### src/rtl/conv1d_pe_datapath.sv
// Datapath responder for the 1D-convolution PE sequencer: operand memories, MAC
// accumulator and a valid/ready psum output, driven by a CLEAR/MAC/EMIT/DONE command stream.
module conv1d_pe_datapath #(
  parameter int DATA_W     = 8,
  parameter int ACC_W      = 16,
  parameter int FILTER_LEN = 3,
  parameter int IFMAP_LEN  = 5,
  parameter int ADDR_W     = 8
) (
  input  logic              clk,
  input  logic              rst,
  input  logic              wr_en,
  input  logic              wr_sel,
  input  logic [ADDR_W-1:0] wr_addr,
  input  logic [DATA_W-1:0] wr_data,
  input  logic              cmd_valid,
  output logic              cmd_ready,
  input  logic [1:0]        cmd_op,
  input  logic [ADDR_W-1:0] cmd_faddr,
  input  logic [ADDR_W-1:0] cmd_iaddr,
  output logic              out_valid,
  input  logic              out_ready,
  output logic [ACC_W-1:0]  out_psum,
  output logic [ADDR_W-1:0] out_idx,
  output logic              done,
  output logic              addr_err
);

  localparam logic [1:0] ST_IDLE = 2'd0;
  localparam logic [1:0] ST_EXEC = 2'd1;
  localparam logic [1:0] ST_EMIT = 2'd2;

  localparam logic [1:0] OP_CLEAR = 2'd0;
  localparam logic [1:0] OP_MAC   = 2'd1;
  localparam logic [1:0] OP_EMIT  = 2'd2;
  localparam logic [1:0] OP_DONE  = 2'd3;

  logic [1:0]        state_q, state_d;
  logic [DATA_W-1:0] fmem_q [FILTER_LEN];
  logic [DATA_W-1:0] fmem_d [FILTER_LEN];
  logic [DATA_W-1:0] imem_q [IFMAP_LEN];
  logic [DATA_W-1:0] imem_d [IFMAP_LEN];
  logic [DATA_W-1:0] f_q, f_d, x_q, x_d;
  logic [ACC_W-1:0]  acc_q, acc_d;
  logic [ACC_W-1:0]  out_psum_q, out_psum_d;
  logic [ADDR_W-1:0] out_idx_q, out_idx_d;
  logic              out_valid_q, out_valid_d;
  logic              done_q, done_d;
  logic              addr_err_q, addr_err_d;

  logic                idle_s;
  logic                accept_s;
  logic                wr_ok_s;
  logic                f_hit_s, x_hit_s;
  logic [DATA_W-1:0]   f_rd_s, x_rd_s;
  logic [2*DATA_W-1:0] prod_s;

  assign idle_s    = (state_q == ST_IDLE);
  assign accept_s  = cmd_valid && idle_s;
  assign wr_ok_s   = wr_en && idle_s;
  assign prod_s    = f_q * x_q;

  assign cmd_ready = idle_s;
  assign out_valid = out_valid_q;
  assign out_psum  = out_psum_q;
  assign out_idx   = out_idx_q;
  assign done      = done_q;
  assign addr_err  = addr_err_q;

  // Operand read (out-of-range reads as zero) and load-port memory update
  always_comb begin
    f_rd_s  = '0;
    x_rd_s  = '0;
    f_hit_s = 1'b0;
    x_hit_s = 1'b0;
    for (int i = 0; i < FILTER_LEN; i++) begin
      f_hit_s   = f_hit_s | (cmd_faddr == ADDR_W'(i));
      f_rd_s    = f_rd_s | (fmem_q[i] & {DATA_W{cmd_faddr == ADDR_W'(i)}});
      fmem_d[i] = (wr_ok_s && !wr_sel && (wr_addr == ADDR_W'(i))) ? wr_data : fmem_q[i];
    end
    for (int i = 0; i < IFMAP_LEN; i++) begin
      x_hit_s   = x_hit_s | (cmd_iaddr == ADDR_W'(i));
      x_rd_s    = x_rd_s | (imem_q[i] & {DATA_W{cmd_iaddr == ADDR_W'(i)}});
      imem_d[i] = (wr_ok_s && wr_sel && (wr_addr == ADDR_W'(i))) ? wr_data : imem_q[i];
    end
  end

  // Command decode and IDLE/EXEC/EMIT sequencing
  always_comb begin
    state_d     = state_q;
    f_d         = f_q;
    x_d         = x_q;
    acc_d       = acc_q;
    out_psum_d  = out_psum_q;
    out_idx_d   = out_idx_q;
    out_valid_d = out_valid_q;
    done_d      = 1'b0;
    addr_err_d  = addr_err_q;
    case (state_q)
      ST_IDLE: begin
        if (accept_s) begin
          case (cmd_op)
            OP_CLEAR: acc_d = '0;
            OP_MAC: begin
              // Operands are captured from the pre-write memory contents
              f_d        = f_rd_s;
              x_d        = x_rd_s;
              addr_err_d = addr_err_q | ~f_hit_s | ~x_hit_s;
              state_d    = ST_EXEC;
            end
            OP_EMIT: begin
              out_psum_d  = acc_q;
              out_valid_d = 1'b1;
              state_d     = ST_EMIT;
            end
            OP_DONE: begin
              done_d    = 1'b1;
              out_idx_d = '0;
            end
            default: state_d = ST_IDLE;
          endcase
        end else begin
          state_d = ST_IDLE;
        end
      end
      ST_EXEC: begin
        acc_d   = acc_q + ACC_W'(prod_s);
        state_d = ST_IDLE;
      end
      ST_EMIT: begin
        if (out_ready) begin
          out_valid_d = 1'b0;
          out_idx_d   = out_idx_q + ADDR_W'(1);
          state_d     = ST_IDLE;
        end else begin
          state_d = ST_EMIT;
        end
      end
      default: state_d = ST_IDLE;
    endcase
  end

  // State, datapath and memory registers
  always_ff @(posedge clk or posedge rst) begin
    if (rst) begin
      state_q     <= ST_IDLE;
      f_q         <= '0;
      x_q         <= '0;
      acc_q       <= '0;
      out_psum_q  <= '0;
      out_idx_q   <= '0;
      out_valid_q <= 1'b0;
      done_q      <= 1'b0;
      addr_err_q  <= 1'b0;
      for (int i = 0; i < FILTER_LEN; i++) fmem_q[i] <= '0;
      for (int i = 0; i < IFMAP_LEN; i++) imem_q[i] <= '0;
    end else begin
      state_q     <= state_d;
      f_q         <= f_d;
      x_q         <= x_d;
      acc_q       <= acc_d;
      out_psum_q  <= out_psum_d;
      out_idx_q   <= out_idx_d;
      out_valid_q <= out_valid_d;
      done_q      <= done_d;
      addr_err_q  <= addr_err_d;
      fmem_q      <= fmem_d;
      imem_q      <= imem_d;
    end
  end

endmodule

### config.mk
export PLATFORM = sky130hd
export DESIGN_NAME = conv1d_pe_datapath
export DESIGN_NICKNAME = d
export VERILOG_FILES = /design/src/rtl/conv1d_pe_datapath.sv
export SDC_FILE = /design/constraint.sdc
export NUM_CORES = 1
export LEC_CHECK = 0
export ABC_AREA = 1
export CAP_MARGIN = 20
export CORE_MARGIN = 1
export CORE_UTILIZATION = 53
export DETAILED_ROUTE_END_ITERATION = 8
export GPL_ROUTABILITY_DRIVEN = 0
export HOLD_SLACK_MARGIN = 0.15
export PLACE_DENSITY = 0.78
export SETUP_SLACK_MARGIN = 0.2
export SLEW_MARGIN = 20
export SYNTH_ARGS = -nofsm -noshare
export SYNTH_HDL_FRONTEND = slang
export SYNTH_SLANG_ARGS = --single-unit
export TNS_END_PERCENT = 50
### constraint.sdc
create_clock -name clk -period 10.3 [get_ports clk]
set_input_delay 2.575 -clock clk [delete_from_list [all_inputs] [get_ports clk]]
set_output_delay 2.575 -clock clk [all_outputs]
set_load 0.1 [all_outputs]
==> reports/metrics.csv <==
metric,value,unit
sequential fraction of the synthesis area,37.7,%
reg2reg end,acc_q[15],
DR WL/cell,13.1,um
DP Wirelength,12800,um
post-synthesis cell type count,39,
via density per instance,5.06,
Setup TNS Final,0,ps
Critical Path RT,7730,ps
Register Area,0.00313,mm2
met2 usage,38.3,%
width of the die,127,um
Max-Cap Viols,0,
Setup CP Type,reg2out,
grt ovf,0,
worst path bufs/invs,1,
DRC,0,
critical path data arrival time,2210,ps
Final WS setup,5520,ps
Max Slew Vio Count,0,
Hold Crit Start,out_psum[14],
Worst setup SP type,flip-flop,
largest buffer count on any clock path,2,
fin area,0.00970,mm2
Final ANT Viol Nets,0,
layout cells sized above 1,5.56,%
top cell family by delay on the critical path,buffers and inverters,
post-CTS setup buffer count,0,
Fillers,1298,
ANT cells,0,
worst-path fanout max,5,
number of synthesized flops with an enable pin,0,
Tcrit/Tclk final,46.4,%
Worst Hold Depth,2,
CTS tree,built,
Synth Instances,1051,
total number of vias,6714,
skew final,8.01,ps
Setup crit end kind,output pin,
Post-Syn Area,0.00829,mm2
VDD IR max,119,uV
root buffer cell,clkbuf_16,
vias in the first global route,6336,
met3 Use GR,4.10,%
Main synth FF type,dfrtp_1,
Clock transition at path regs,60,ps
worst skew pair latency,420,ps
crit path max-delay cell type,clkdlybuf4s50_1,
GRT Total Usage,23.4,%
Hold Crit Class,reg2reg,
"Net count, final",1234,
First-pass DRT Iterations,7,
first-pass GRT wire length,29800,um
status,finished clean,
endpoints failing setup,0,
die height,127,um
syn_nets,1181,
minimum clock period,4780,ps
total die area,0.0161,mm2
WHS,477,ps
H-tree depth,4,
initial core utilization,54.3,%
CORE AREA,0.0153,mm2
IO Count,68,
GR Layer Usage met1,31.9,%
Yosys warnings,0,
Synth area leaders,"dfrtp_1, nand2_1, fa_1",
Crit Reg-Reg Startpoint,f_q[6],
ys async rst share,100,%
Relative slew margins,33.4,%
area delta synth->final,17.1,%
busiest grt layer,met2,
PwrDens,138,mW/mm2
Fin. Hold Viols,0,
PortBufs,67,
hold endpoint,out_psum[14],
Pleak,5.24,nW
cts-stage hold buffer count,0,
max incr delay on CP,1160,ps
initial antenna violation count,0,
largest area contributor in the netlist,dfrtp_1,
largest net degree at the start of global routing,82,
pre-CTS WS,5820,ps
DP Area,0.00908,mm2
area of the multi-input gates,0.00424,mm2
R2R Setup Slk,6340,ps
PostCTS Resize Cnt,0,
Max Fclk,209,MHz
actual slew at the worst max-slew pin,995,ps
Num CTS Buffers,17,
top-area cell type share of the netlist area,37.7,%
total power draw,0.00134,W
Seq cells post-synth,125,
initial drt markers,416,
critical-path cell list,nor2_4 > clkdlybuf4s50_1,
r2r worst-path depth,16,
clock sink count,125,
overall routed net length,17300,um
RSZ-0062 raised after global routing,no,
# rows,45,
syn_area_per_cell,7.88,um2
[how the worst max path moves through the flow]
stage / slack (ps) / endpoint / depth (start not counted) / startpoint
6_report: 5520 / cmd_ready / 2 / state_q[0]
3_5_place_dp: 5820 / fmem_q[14] / 3 / rst
5_1_grt: 5420 / cmd_ready / 2 / state_q[0]
3_3_place_gp: 5830 / fmem_q[12] / 3 / rst
4_1_cts: 5490 / cmd_ready / 2 / state_q[0]
2_1_floorplan: 4400 / acc_q[0] / 1 / rst
[power breakdown]
part | leakage, nW | internal, W | switching [W] | total (W)
clock | 0.289 | 0.000371 | 0.000224 | 0.000595
combinational | 3.23 | 0.0000588 | 0.000136 | 0.000194
sequential | 1.71 | 0.000516 | 0.0000339 | 0.000550
[metrics by stage]
step                instances  util (%)
floorplan                1051         -
global placement         1295      59.5
detailed placement       1295      59.5
CTS                      1326      63.4
global route             1327      63.6
finish                   1327      63.6
[placed cells by master (no fill, tap or decap), types with 2 or more instances in the layout]
cell type,instances
o21ai_1,56
clkdlybuf4s50_1,67
dfrtp_1,125
fa_1,50
nand3_1,75
nor2_1,39
nor3_1,6
buf_4,2
or2_2,7
nor4_4,2
o22ai_1,5
a21oi_1,15
ha_1,40
a21boi_1,8
clkbuf_8,2
o21ai_0,34
bufinv_16,2
nand4_1,8
nand2_2,7
xor2_1,5
inv_2,5
clkinv_4,5
mux2_1,2
inv_1,197
o31ai_1,2
nand2_1,308
clkbuf_16,17
xnor2_1,3
nor2_4,2
[cell families after synthesis]
family,count (synthesis),share of synthesized area [%]
flip-flops,125,37.7
AND/OR/NAND/NOR,463,23.9
adder cells (fa/ha/maj),90,18.1
multiplexers,3,0.408
AO/OA/AOI/OAI,123,7.90
XOR/XNOR,8,0.846
buffers and inverters,239,11.1
[worst min-delay path: stages, from the launching register on]
cell	delay, ps
dfrtp_1	340
nand2_1	50
o21ai_0	50
[final cells by class]
| class | count | share of cell area (%) |
|---|---|---|
| flip-flops and latches | 125 | 32.2 |
| clock buffers | 20 | 4.71 |
| clock inverters | 11 | 1.41 |
| repair buffers | 70 | 7.35 |
| multi-input cells | 687 | 43.7 |
| well taps | 211 | 2.72 |
| inverters | 203 | 7.88 |
[sequential cells by signal, indices dropped and copies added (netlist names)]
| register | cells |
|---|---|
| acc_q | 16 |
| addr_err | 1 |
| done | 1 |
| f_q | 8 |
| fmem_q | 24 |
| imem_q | 40 |
| out_idx | 8 |
| out_psum | 16 |
| out_valid | 1 |
| state_q | 2 |
| x_q | 8 |
[metal layers]
layer	share of wire [%]	vias to the layer above	wire length (um)
li1	-	3347	-
met1	47	3157	8190
met2	47	184	8060
met3	4.7	26	812
met4	1.5	0	255
met5	0	-	0
[Yosys cell counts (5+ instances only)]
| master | instances |
|---|---|
| fa_1 | 50 |
| buf_2 | 11 |
| clkbuf_1 | 23 |
| a21oi_1 | 15 |
| inv_2 | 5 |
| o21ai_0 | 34 |
| dfrtp_1 | 125 |
| o22ai_1 | 5 |
| or2_2 | 7 |
| nor2_1 | 39 |
| inv_1 | 198 |
| nand2_1 | 308 |
| xor2_1 | 5 |
| nand4_1 | 8 |
| nand2_2 | 7 |
| o21ai_1 | 56 |
| nor3_1 | 6 |
| ha_1 | 40 |
| nand3_1 | 75 |
| a21boi_1 | 8 |
Power figures use the tool's default switching activity.
